File: src/rtl/seq_pattern_gen.sv
// Serial pattern transmitter: shifts a latched W-bit frame out MSB first,
// repeating it repeat_n+1 times with an optional idle gap between frames.
module seq_pattern_gen #(
  parameter int W       = 4,
  parameter int CNT_W   = 4,
  parameter int GAP_CYC = 0
) (
  input  logic             clk,
  input  logic             rst,
  input  logic             start,
  input  logic [W-1:0]     pattern,
  input  logic [CNT_W-1:0] repeat_n,
  input  logic             abort,
  output logic             data,
  output logic             data_valid,
  output logic             busy,
  output logic             done
);

  localparam int IDX_W = (W > 1) ? $clog2(W) : 1;
  localparam int GAP_W = (GAP_CYC > 1) ? $clog2(GAP_CYC) : 1;
  localparam logic [IDX_W-1:0] IDX_MSB  = IDX_W'(W - 1);
  localparam logic [IDX_W-1:0] IDX_ONE  = IDX_W'(1);
  localparam logic [GAP_W-1:0] GAP_LAST = (GAP_CYC > 0) ? GAP_W'(GAP_CYC - 1) : {GAP_W{1'b0}};
  localparam logic [GAP_W-1:0] GAP_ONE  = GAP_W'(1);

  typedef enum logic [1:0] {
    IDLE  = 2'd0,
    SHIFT = 2'd1,
    GAP   = 2'd2,
    DONE  = 2'd3
  } state_t;

  state_t           state_q;
  logic [W-1:0]     pat_q;
  logic [IDX_W-1:0] idx_q;
  logic [CNT_W-1:0] rep_q;
  logic [GAP_W-1:0] gap_q;
  logic             data_q;
  logic             valid_q;
  logic             busy_q;
  logic             done_q;

  // Transmit FSM; every output is a register so nothing leaks combinationally from inputs.
  always_ff @(posedge clk or posedge rst) begin
    if (rst) begin
      state_q <= IDLE;
      pat_q   <= {W{1'b0}};
      idx_q   <= {IDX_W{1'b0}};
      rep_q   <= {CNT_W{1'b0}};
      gap_q   <= {GAP_W{1'b0}};
      data_q  <= 1'b0;
      valid_q <= 1'b0;
      busy_q  <= 1'b0;
      done_q  <= 1'b0;
    end else begin
      done_q <= 1'b0;
      if (abort && (state_q != IDLE)) begin
        state_q <= IDLE;
        data_q  <= 1'b0;
        valid_q <= 1'b0;
        busy_q  <= 1'b0;
      end else begin
        case (state_q)
          IDLE: begin
            if (start) begin
              pat_q   <= pattern;
              rep_q   <= repeat_n;
              idx_q   <= IDX_MSB;
              state_q <= SHIFT;
              data_q  <= pattern[W-1];
              valid_q <= 1'b1;
              busy_q  <= 1'b1;
            end else begin
              busy_q <= 1'b0;
            end
          end
          SHIFT: begin
            if (idx_q != {IDX_W{1'b0}}) begin
              idx_q  <= idx_q - IDX_ONE;
              data_q <= pat_q[idx_q - IDX_ONE];
            end else if (rep_q != {CNT_W{1'b0}}) begin
              rep_q <= rep_q - CNT_W'(1);
              // Back-to-back frames reload the MSB on the same edge: no bubble.
              if (GAP_CYC == 0) begin
                idx_q  <= IDX_MSB;
                data_q <= pat_q[W-1];
              end else begin
                state_q <= GAP;
                gap_q   <= GAP_LAST;
                data_q  <= 1'b0;
                valid_q <= 1'b0;
              end
            end else begin
              state_q <= DONE;
              data_q  <= 1'b0;
              valid_q <= 1'b0;
              done_q  <= 1'b1;
            end
          end
          GAP: begin
            if (gap_q == {GAP_W{1'b0}}) begin
              state_q <= SHIFT;
              idx_q   <= IDX_MSB;
              data_q  <= pat_q[W-1];
              valid_q <= 1'b1;
            end else begin
              gap_q <= gap_q - GAP_ONE;
            end
          end
          DONE: begin
            state_q <= IDLE;
            busy_q  <= 1'b0;
          end
          default: begin
            state_q <= IDLE;
            data_q  <= 1'b0;
            valid_q <= 1'b0;
            busy_q  <= 1'b0;
          end
        endcase
      end
    end
  end

  assign data       = data_q;
  assign data_valid = valid_q;
  assign busy       = busy_q;
  assign done       = done_q;

endmodule
File: config.mk
export PLATFORM = sky130hd
export DESIGN_NAME = seq_pattern_gen
export DESIGN_NICKNAME = d
export VERILOG_FILES = /design/src/rtl/seq_pattern_gen.sv
export SDC_FILE = /design/constraint.sdc
export NUM_CORES = 1
export LEC_CHECK = 0
export ABC_AREA = 0
export BUFFER_PORTS_ARGS = -buffer_cell sky130_fd_sc_hd__buf_2
export CAP_MARGIN = 40
export CELL_PAD_IN_SITES_DETAIL_PLACEMENT = 0
export CELL_PAD_IN_SITES_GLOBAL_PLACEMENT = 1
export CORE_UTILIZATION = 40
export CTS_BUF_LIST = sky130_fd_sc_hd__clkbuf_8
export DETAILED_ROUTE_END_ITERATION = 10
export PLACE_DENSITY = 0.74
export SYNTH_ARGS = -nofsm -noshare
export SYNTH_HDL_FRONTEND = slang
export SYNTH_SLANG_ARGS = --single-unit
File: constraint.sdc
create_clock -name clk -period 1.6 [get_ports clk]
set_input_delay 0.24 -clock clk [delete_from_list [all_inputs] [get_ports clk]]
set_output_delay 0.24 -clock clk [all_outputs]
set_load 0.005 [all_outputs]
# == Word-level counts from Yosys, hierarchy flattened ==
# Cells that the tools add are included.
# totals
reg_bits,17
input_bits,12
out_inout_bits,4
elab_cells,79
# classes
addsub,3
order_cmp,1
n_eq_ne,12
muxes,37
n_bitwise,1
reduce_logical,16
# ops
cell,n
two-way mux 1 bit,18
two-way mux 2 bit,9
inequality test 3 bit (second input constant),5
AND reduction 5 bit,3
two-way mux 4 bit,3
inequality test 2 bit (second input constant),4
case mux 2 bit (4 select lines),1
case mux 4 bit (2 select lines),1
nonzero test 4 bit,2
case mux 1 bit (3 select lines),2
case mux 2 bit (3 select lines),1
AND reduction 3 bit,2
nonzero test 2 bit,3
nonzero test 3 bit,2
equality test 2 bit (second input constant),2
AND reduction 4 bit,1
subtractor 4 x 1 -> 4 bit (second input constant),1
< comparator 2 x 3 -> 1 bit (second input constant),1
binary-select mux 1 bit (select 2 bit),1
equality test 2 x 1 -> 1 bit (second input constant),1
zero test 2 bit,1
case mux 1 bit (2 select lines),1
AND reduction 2 bit,1
subtractor 2 x 1 -> 2 bit (second input constant),1
3 further kinds,3

# == Depth between registers and ports, before layout ==
# Gate-level depths: netlist of run 1.
# logic_depth
depth_word,6
depth_mapped,7
depth_no_buf,6

# == Least setup slack after synthesis of run 1 ==
# OpenSTA, ideal clock, no wires.
# synth_timing
kind,register -> register
startpoint,reg state_q[0]
endpoint,reg rep_q[0]
setup_ns,0.087
arrival_ns,1.488
t_required_ns,1.513
path_slack_ns,0.025
stages_incl_launch_ff,8
n_path_buf,1
synth_period_minus_slack_ns,1.575
cell_sequence,dfrtp_1 -> inv_1 -> ha_1 -> and2_4 -> buf_8 -> o21ai_2 -> a211o_1 -> a22oi_1
# synth_between
elab_chain_len,4
elab_cells_between_ends,11
cone_classes,eq/ne: 4; mux: 1; bitwise: 1; reduce/logical: 5
# synth_rtl
item,line_no,rtl
"start, declared",34,state_t state_q;
"start signal, assigned",47,state_q <= IDLE;
"start signal, assigned",59,state_q <= IDLE;
"start signal, assigned",70,state_q <= SHIFT;
branches (longest 4 deep; another with AND reduction 5 bit),-,
"end signal, assigned",50,rep_q <= {CNT_W{1'b0}};
"end signal, assigned",68,rep_q <= repeat_n;
"end signal, assigned",83,rep_q <= rep_q - CNT_W'(1);
"end, declared",37,logic [CNT_W-1:0] rep_q;
# Several ways; the timed one is not identified.
# A chain may end at the register's enable or synchronous reset.

# == Worst setup path in the final report of run 1 ==
# layout_timing
startpoint,reg rep_q[0]
endpoint,reg rep_q[0]
# layout_between
elab_chain_len,4
elab_cells_between_ends,7
cone_classes,add/sub: 1; eq/ne: 1; mux: 3; reduce/logical: 2
# layout_rtl
item,line_no,rtl
subtractor 4 x 1 -> 4 bit,83,
two-way mux 4 bit,82,end else if (rep_q != {CNT_W{1'b0}}) begin
two-way mux 4 bit,79,if (idx_q != {IDX_W{1'b0}}) begin
case mux 4 bit (2 select lines),64,case (state_q)
# Several ways; a longest one is shown, not always the timed one. The select of a mux whose other input is x is not followed.

==> metrics.cfg, run 1 <==
[min_path]
hold_class = in2async

[cts]
cts_tree = yes
htree_levels = 1
cts.sinks = 16
clock_path_buffers = 2
root_buffer = clkbuf_8
clkSlewWorstSetupHoldPaths_ps = 60
worstSkewPairLatency_ps = 240
ctsHoldBuffers = 0
numCtsBuffers = 3

[worst_setup_path]
crit_slowest_cell = dfrtp_1
path_max_fanout = 4
worst_ep_arrival_time_ps = 1680
cp_num_buf_inv = 2
critPathRequiredTime_ps = 1760
cp_num_cells = 6
start_kind = flip-flop
worstReg2RegStart = rep_q[0]
critical_path_class = reg2reg
crit_path_end_kind = flip-flop
worstReg2RegEnd = rep_q[0]
crit_path_max_incr_delay_ps = 350
critical_path.top_delay_family = compound AO/OA/AOI/OAI gates
crit_chain = inv_1 > ha_1 > nor3b_1 > buf_4 > a211o_1 > a22oi_1
r2r_slack_ps = 80
reg2regPathDepth = 6

[power_and_ir_drop]
power_mw = 2.31
p_leak_nw = 0.613
vdd_ir_drop_max_mv = 0.890
p_per_area_nw_per_um2 = 1790

[floorplan]
start_util = 0.432
dieArea_sq_um = 2640
pin_count = 16
core-area_sq_um = 2250
std_cell_rows = 17
die_x_um = 51.4
die_y_um = 51.4

[timing]
finClkSkew_ps = 3.49
tightest_slew_ps = 620
slew_headroom = 0.586
post-route-period-util = 0.947
rsz0062_at_grt = no
hold_violations = 0
slew_viol_final = 0
finalCriticalPeriod_ps = 1520
tns_ps = 0
whs_ps = 61.0
fmax_ghz = 0.660
setup_viol = 0

[global_route]
grt_first_pass_wirelength_um = 3440
grt_max_degree = 17
grt_pass1_vias = 802
antenna_found_initial = 0
grt_overflow = 0
grt_usage = 0.178

[synthesis]
synth_top_family_by_area = compound AO/OA/AOI/OAI gates
ys_warn_count = 0
synth.distinct_cells = 35
synth_top_cell_area_share = 0.411
yosysTopAreaCell = dfrtp_1
avgSynthCellArea_sq_um = 9.75
ys_seq_area_frac = 0.411
synth_nets = 119
synthCells = 100
yosys-top-cells-area = dfrtp_1 41%, ha_1 9.0%, mux2_2 5.8%, a21oi_1 4.1%, inv_1 3.9%
synth_fa_ha_area_frac = 0.0899
synth_mux_area_frac = 0.0886
synth-simple-area-share = 0.164
synth_xor_area_frac = 0
ys_ff_latch = 16
netlist_area_sq_um = 975
synth_compound_area_frac = 0.184

[place]
io_buffer_count = 15
place_congestion = 0.848
dp_hpwl_um = 1590

[route]
wire_per_inst_um = 13.1
first_iter_violations = 3
via_count = 851
first_pass_iters = 4
final_antenna_net_count = 0
via_per_inst = 5.39
drc = 0
routed_wl_um = 2070

[final_layout]
fillers = 207
seq_area_sq_um = 402
multi_input_area_sq_um = 586
diodes = 0
drive_gt1_frac = 0.408
area_delta_synth_final_pct = 32.6
num-nets-final = 150
fin_util = 0.573

[run_status]
outcome = completed

[job]
maxCapViolations = 0

-- what timing repair did --
item	in CTS	in global routing
resized for setup	3	15
pin swaps	1	2
endpoints found under the setup margin	6	8
setup buffers	2	1
-- cell type report --
type                            count  area share
Clock buffer                        4      0.0426
Inverter                           11      0.0329
Multi-Input combinational cell     71       0.453
Sequential cell                    16       0.311
Tap cell                           28      0.0271
Timing Repair Buffer               28       0.134
-- placed cells by master (no fill, tap or decap), drive strengths merged --
cell type | synthesis | routed
buf | 2 | 28
dfrtp | 16 | 16
inv | 10 | 10
nor2 | 9 | 9
a21oi | 8 | 8
ha | 7 | 7
mux2 | 5 | 5
nand3 | 5 | 5
clkbuf | 0 | 4
o21ai | 4 | 4
mux2i | 3 | 3
nor3 | 3 | 3
nand2 | 3 | 3
nor2b | 2 | 2
a31oi | 2 | 2
nand2b | 2 | 2
o32ai | 2 | 2
nor3b | 2 | 2
and2 | 1 | 1
or2b | 1 | 1
o31ai | 1 | 1
nand4bb | 1 | 1
o21ba | 1 | 1
a21o | 1 | 1
clkinv | 1 | 1
a221oi | 1 | 1
o311ai | 1 | 1
o221ai | 1 | 1
nand3b | 1 | 1
o22a | 1 | 1
o2bb2ai | 1 | 1
a211o | 1 | 1
a22oi | 1 | 1
-- sequential cells by signal, indices dropped and copies added (netlist names) --
name and flops:
busy 1, data 1, data_valid 1, done 1, idx_q 2, pat_q 4
rep_q 4, state_q 2
-- worst max path at each step --
stage	slack, ps	startpoint	endpoint
floorplan	20	state_q[0]	rep_q[0]
global placement	-30	state_q[0]	rep_q[0]
detailed placement	-40	state_q[0]	rep_q[0]
CTS	3	idx_q[0]	data
global route	3	state_q[1]	rep_q[0]
finish	80	rep_q[0]	rep_q[0]
-- cell usage after synthesis (all sizes together) --
library cell,instances
a211o,1
a21o,1
a21oi,8
a221oi,1
a22oi,1
a31oi,2
and2,1
buf,2
clkinv,1
dfrtp,16
ha,7
inv,10
mux2,5
mux2i,3
nand2,3
nand2b,2
nand3,5
nand3b,1
nand4bb,1
nor2,9
nor2b,2
nor3,3
nor3b,2
o21ai,4
o21ba,1
o221ai,1
o22a,1
o2bb2ai,1
o311ai,1
o31ai,1
o32ai,2
or2b,1
-- through the flow --
stage	std cells	cell area, sq um	worst slack [ps]
2_1_floorplan	100	975	24.9
3_3_place_gp	151	1140	-30.9
3_5_place_dp	151	1140	-44.6
4_1_cts	157	1220	3.33
5_1_grt	158	1290	2.88
6_report	158	1290	84.7
-- report_power, final --
group,switching [mW],leakage [nW],internal [mW]
Combinational,0.613,0.397,0.654
Clock,0.129,0.0288,0.218
Sequential,0.125,0.187,0.574
Total,0.867,0.613,1.45
-- logic make-up (layout without fill, tap and decap cells) --
| logic type | count (synthesis) | in the layout |
|---|---|---|
| fa+ha+maj | 7 | 7 |
| compound gates | 26 | 26 |
| mux | 8 | 8 |
| simple gates | 30 | 30 |
| buf+inv | 13 | 43 |
| flops | 16 | 16 |
-- routing by layer --
layer	wire, um	vias to the layer above	part of all wire	track usage
li1	-	422	-	-
met1	1030	413	0.50	0.225
met2	968	14	0.47	0.303
met3	53	2	0.026	0.0268
met4	14	0	0.0068	0.0676
met5	0	-	0	0
Note: power is estimated with default switching activity, not from simulation.
==> run 2, diff against run 1 <==
--- a/config.mk
+++ b/config.mk
@@ -6,13 +6,14 @@
 export NUM_CORES = 1
 export LEC_CHECK = 0
 export ABC_AREA = 0
-export BUFFER_PORTS_ARGS = -buffer_cell sky130_fd_sc_hd__buf_2
 export CAP_MARGIN = 40
 export CELL_PAD_IN_SITES_DETAIL_PLACEMENT = 0
 export CELL_PAD_IN_SITES_GLOBAL_PLACEMENT = 1
-export CORE_UTILIZATION = 40
+export CORE_MARGIN = 2
+export CORE_UTILIZATION = 45
 export CTS_BUF_LIST = sky130_fd_sc_hd__clkbuf_8
 export DETAILED_ROUTE_END_ITERATION = 10
+export DONT_BUFFER_PORTS = 1
 export PLACE_DENSITY = 0.74
 export SYNTH_ARGS = -nofsm -noshare
 export SYNTH_HDL_FRONTEND = slang
==> run 2 against run 1 <==
- fmax is 0.94% higher
- clock skew down 2.1 ps
- power decreased by 4.9%
- clock-buffer cell count is 1 lower
- hold slack gained 80 ps
- sequential power up 0.7%
- critical path type unchanged
- critical endpoint is now data
- largest cell class unchanged
- largest power group unchanged
==> metrics.cfg, run 2 (synthesized netlist as in run 1, its figures left out) <==
[run_status]
outcome = completed  ; unchanged

[floorplan]
pin_count = 16  ; unchanged
core-area_sq_um = 2000  ; was 2250 sq um
start_util = 0.487  ; was 0.432
dieArea_sq_um = 2550  ; was 2640 sq um
die_x_um = 50.5  ; was 51.4 um
std_cell_rows = 16  ; was 17
die_y_um = 50.5  ; was 51.4 um

[power_and_ir_drop]
p_leak_nw = 0.537  ; was 0.613 nW
p_per_area_nw_per_um2 = 1840  ; was 1790 nW/um^2
vdd_ir_drop_max_mv = 1.01  ; was 0.890 mV
power_mw = 2.20  ; was 2.31 mW

[place]
place_congestion = 0.851  ; was 0.848
dp_cells = 137  ; was 151
dp_hpwl_um = 1540  ; was 1590 um
io_buffer_count = 0  ; was 15

[timing]
rsz0062_at_grt = yes  ; was no
fmax_ghz = 0.666  ; was 0.660 GHz
slew_viol_final = 0  ; unchanged
setup_viol = 0  ; unchanged
finalCriticalPeriod_ps = 1500  ; was 1520 ps
post-route-period-util = 0.938  ; was 0.947
hold_violations = 0  ; unchanged
whs_ps = 141  ; was 61.0 ps
finClkSkew_ps = 1.44  ; was 3.49 ps
tightest_slew_ps = 641  ; was 620 ps
slew_headroom = 0.572  ; was 0.586

[global_route]
grt_max_degree = 17  ; unchanged
grt_first_pass_wirelength_um = 3530  ; was 3440 um
use_met3 = 0.0298  ; was 0.0268
grt_usage = 0.183  ; was 0.178
busiest_layer = met2  ; unchanged
grt_pass1_vias = 800  ; was 802
gr-usage-met2 = 0.300  ; was 0.303
met1_usage = 0.248  ; was 0.225
antenna_found_initial = 0  ; unchanged
grt_overflow = 0  ; unchanged

[cts]
htree_levels = 1  ; unchanged
clock_path_buffers = 2  ; unchanged
cts_setup_buffers = 0  ; was 2
worstSkewPairLatency_ps = 250  ; was 240 ps
cts.sinks = 16  ; unchanged
cts_tree = yes  ; unchanged
clkSlewWorstSetupHoldPaths_ps = 60  ; about the same
root_buffer = clkbuf_8  ; unchanged
numCtsBuffers = 3  ; unchanged

[final_layout]
drive_gt1_frac = 0.316  ; was 0.408
mostFrequentLayoutCells = 15 x dfrtp_1, 12 x buf_4, 9 x nor2_1, 8 x inv_1, 8 x a21oi_1  ; was 15 x dfrtp_1, 15 x buf_2, 13 x buf_4, 9 x nor2_1
diodes = 0  ; unchanged
mostFrequentLayoutCell = dfrtp_1
stdcell_count = 141  ; was 158
top_regs = pat_q (4), rep_q (4)  ; unchanged
area_delta_synth_final_pct = 22.8  ; was 32.6%
num-nets-final = 135  ; was 150
fillers = 171  ; was 207

[route]
via_per_inst = 5.60  ; was 5.39
drc = 0  ; unchanged
via_count = 789  ; was 851
first_iter_violations = 14  ; was 3
final_antenna_net_count = 0  ; unchanged
routed_wl_um = 2080  ; was 2070 um
first_pass_iters = 4  ; unchanged
wire_per_inst_um = 14.7  ; was 13.1 um

[worst_setup_path]
critical_path.top_delay_family = compound AO/OA/AOI/OAI gates  ; unchanged
critPathRequiredTime_ps = 1770  ; was 1760 ps
start_kind = flip-flop  ; unchanged
reg2regPathDepth = 6  ; unchanged
crit_path_max_incr_delay_ps = 370  ; was 350 ps
worst_ep_arrival_time_ps = 1680  ; about the same
path_max_fanout = 4  ; unchanged
crit_chain = inv_1 > ha_2 > nand2b_2 > o32ai_1 > o221ai_1 > o21ai_1  ; was inv_1 > ha_1 > nor3b_1 > buf_4 > a211o_1 > a22oi_1
cp_num_buf_inv = 1  ; was 2
cp_num_cells = 6  ; unchanged
critical_path_class = reg2reg  ; unchanged
crit_path_end_kind = flip-flop  ; unchanged
crit_slowest_cell = dfrtp_1  ; unchanged

[min_path]
hold_class = in2reg  ; was in2async
whs_path_depth = 1

[job]
maxCapViolations = 0  ; unchanged

==> run 2: cell types whose count changed in the layout (fill, tap and decap cells not counted), sizes merged <==
cell	change
clkbuf	-1
buf	-16
dlygate4sd3	+1
==> run 2: final timing paths <==
kind                       startpoint          to  slack (ps)
max                          idx_q[1]        data         100
min                        pattern[1]    pat_q[1]         140
max reg2reg                  idx_q[1]        data         100
min reg2reg                  pat_q[1]    pat_q[1]         500
max in group asynchronous         rst  state_q[0]         630
min in group asynchronous         rst    rep_q[1]         520
==> run 2: per-layer routing <==
metal,vias to the layer above,share of wire
met3,4,0.031
met2,16,0.49
met5,-,0
li1,387,-
met1,382,0.47
met4,0,0.010
==> run 2: stage by stage <==
| step | cell area [sq um] | setup TNS [ps] | util | worst slack, ps |
|---|---|---|---|---|
| after floorplan | 975 | 0 | - | 24.9 |
| after global placement | 1080 | 0 | 0.539 | 20.7 |
| after detailed placement | 1080 | -12.9 | 0.539 | -12.9 |
| after CTS | 1140 | 0 | 0.569 | 19.8 |
| after global routing | 1200 | -30.0 | 0.598 | -21.9 |
| final | 1200 | 0 | 0.598 | 98.7 |
==> run 2: area by class of cell <==
class / count / area, sq um / share of cell area
sequential: 16 / 402 / 0.335
multi-input combinational: 71 / 578 / 0.483
inverter: 11 / 42.5 / 0.0355
clock buffer: 3 / 41.3 / 0.0345
tap: 27 / 33.8 / 0.0282
timing repair buffer: 13 / 100 / 0.0836
==> run 2: what timing repair did <==
action,CTS,global route
setup endpoints to repair,4,10
endpoints found under the hold margin,16,0
hold buffers,1,0
gates resized for setup,3,13
==> run 2: power breakdown <==
group / switching [mW] / leakage, nW / internal [mW]
Sequential: 0.129 / 0.187 / 0.574
Clock: 0.133 / 0.0216 / 0.167
Combinational: 0.584 / 0.329 / 0.611
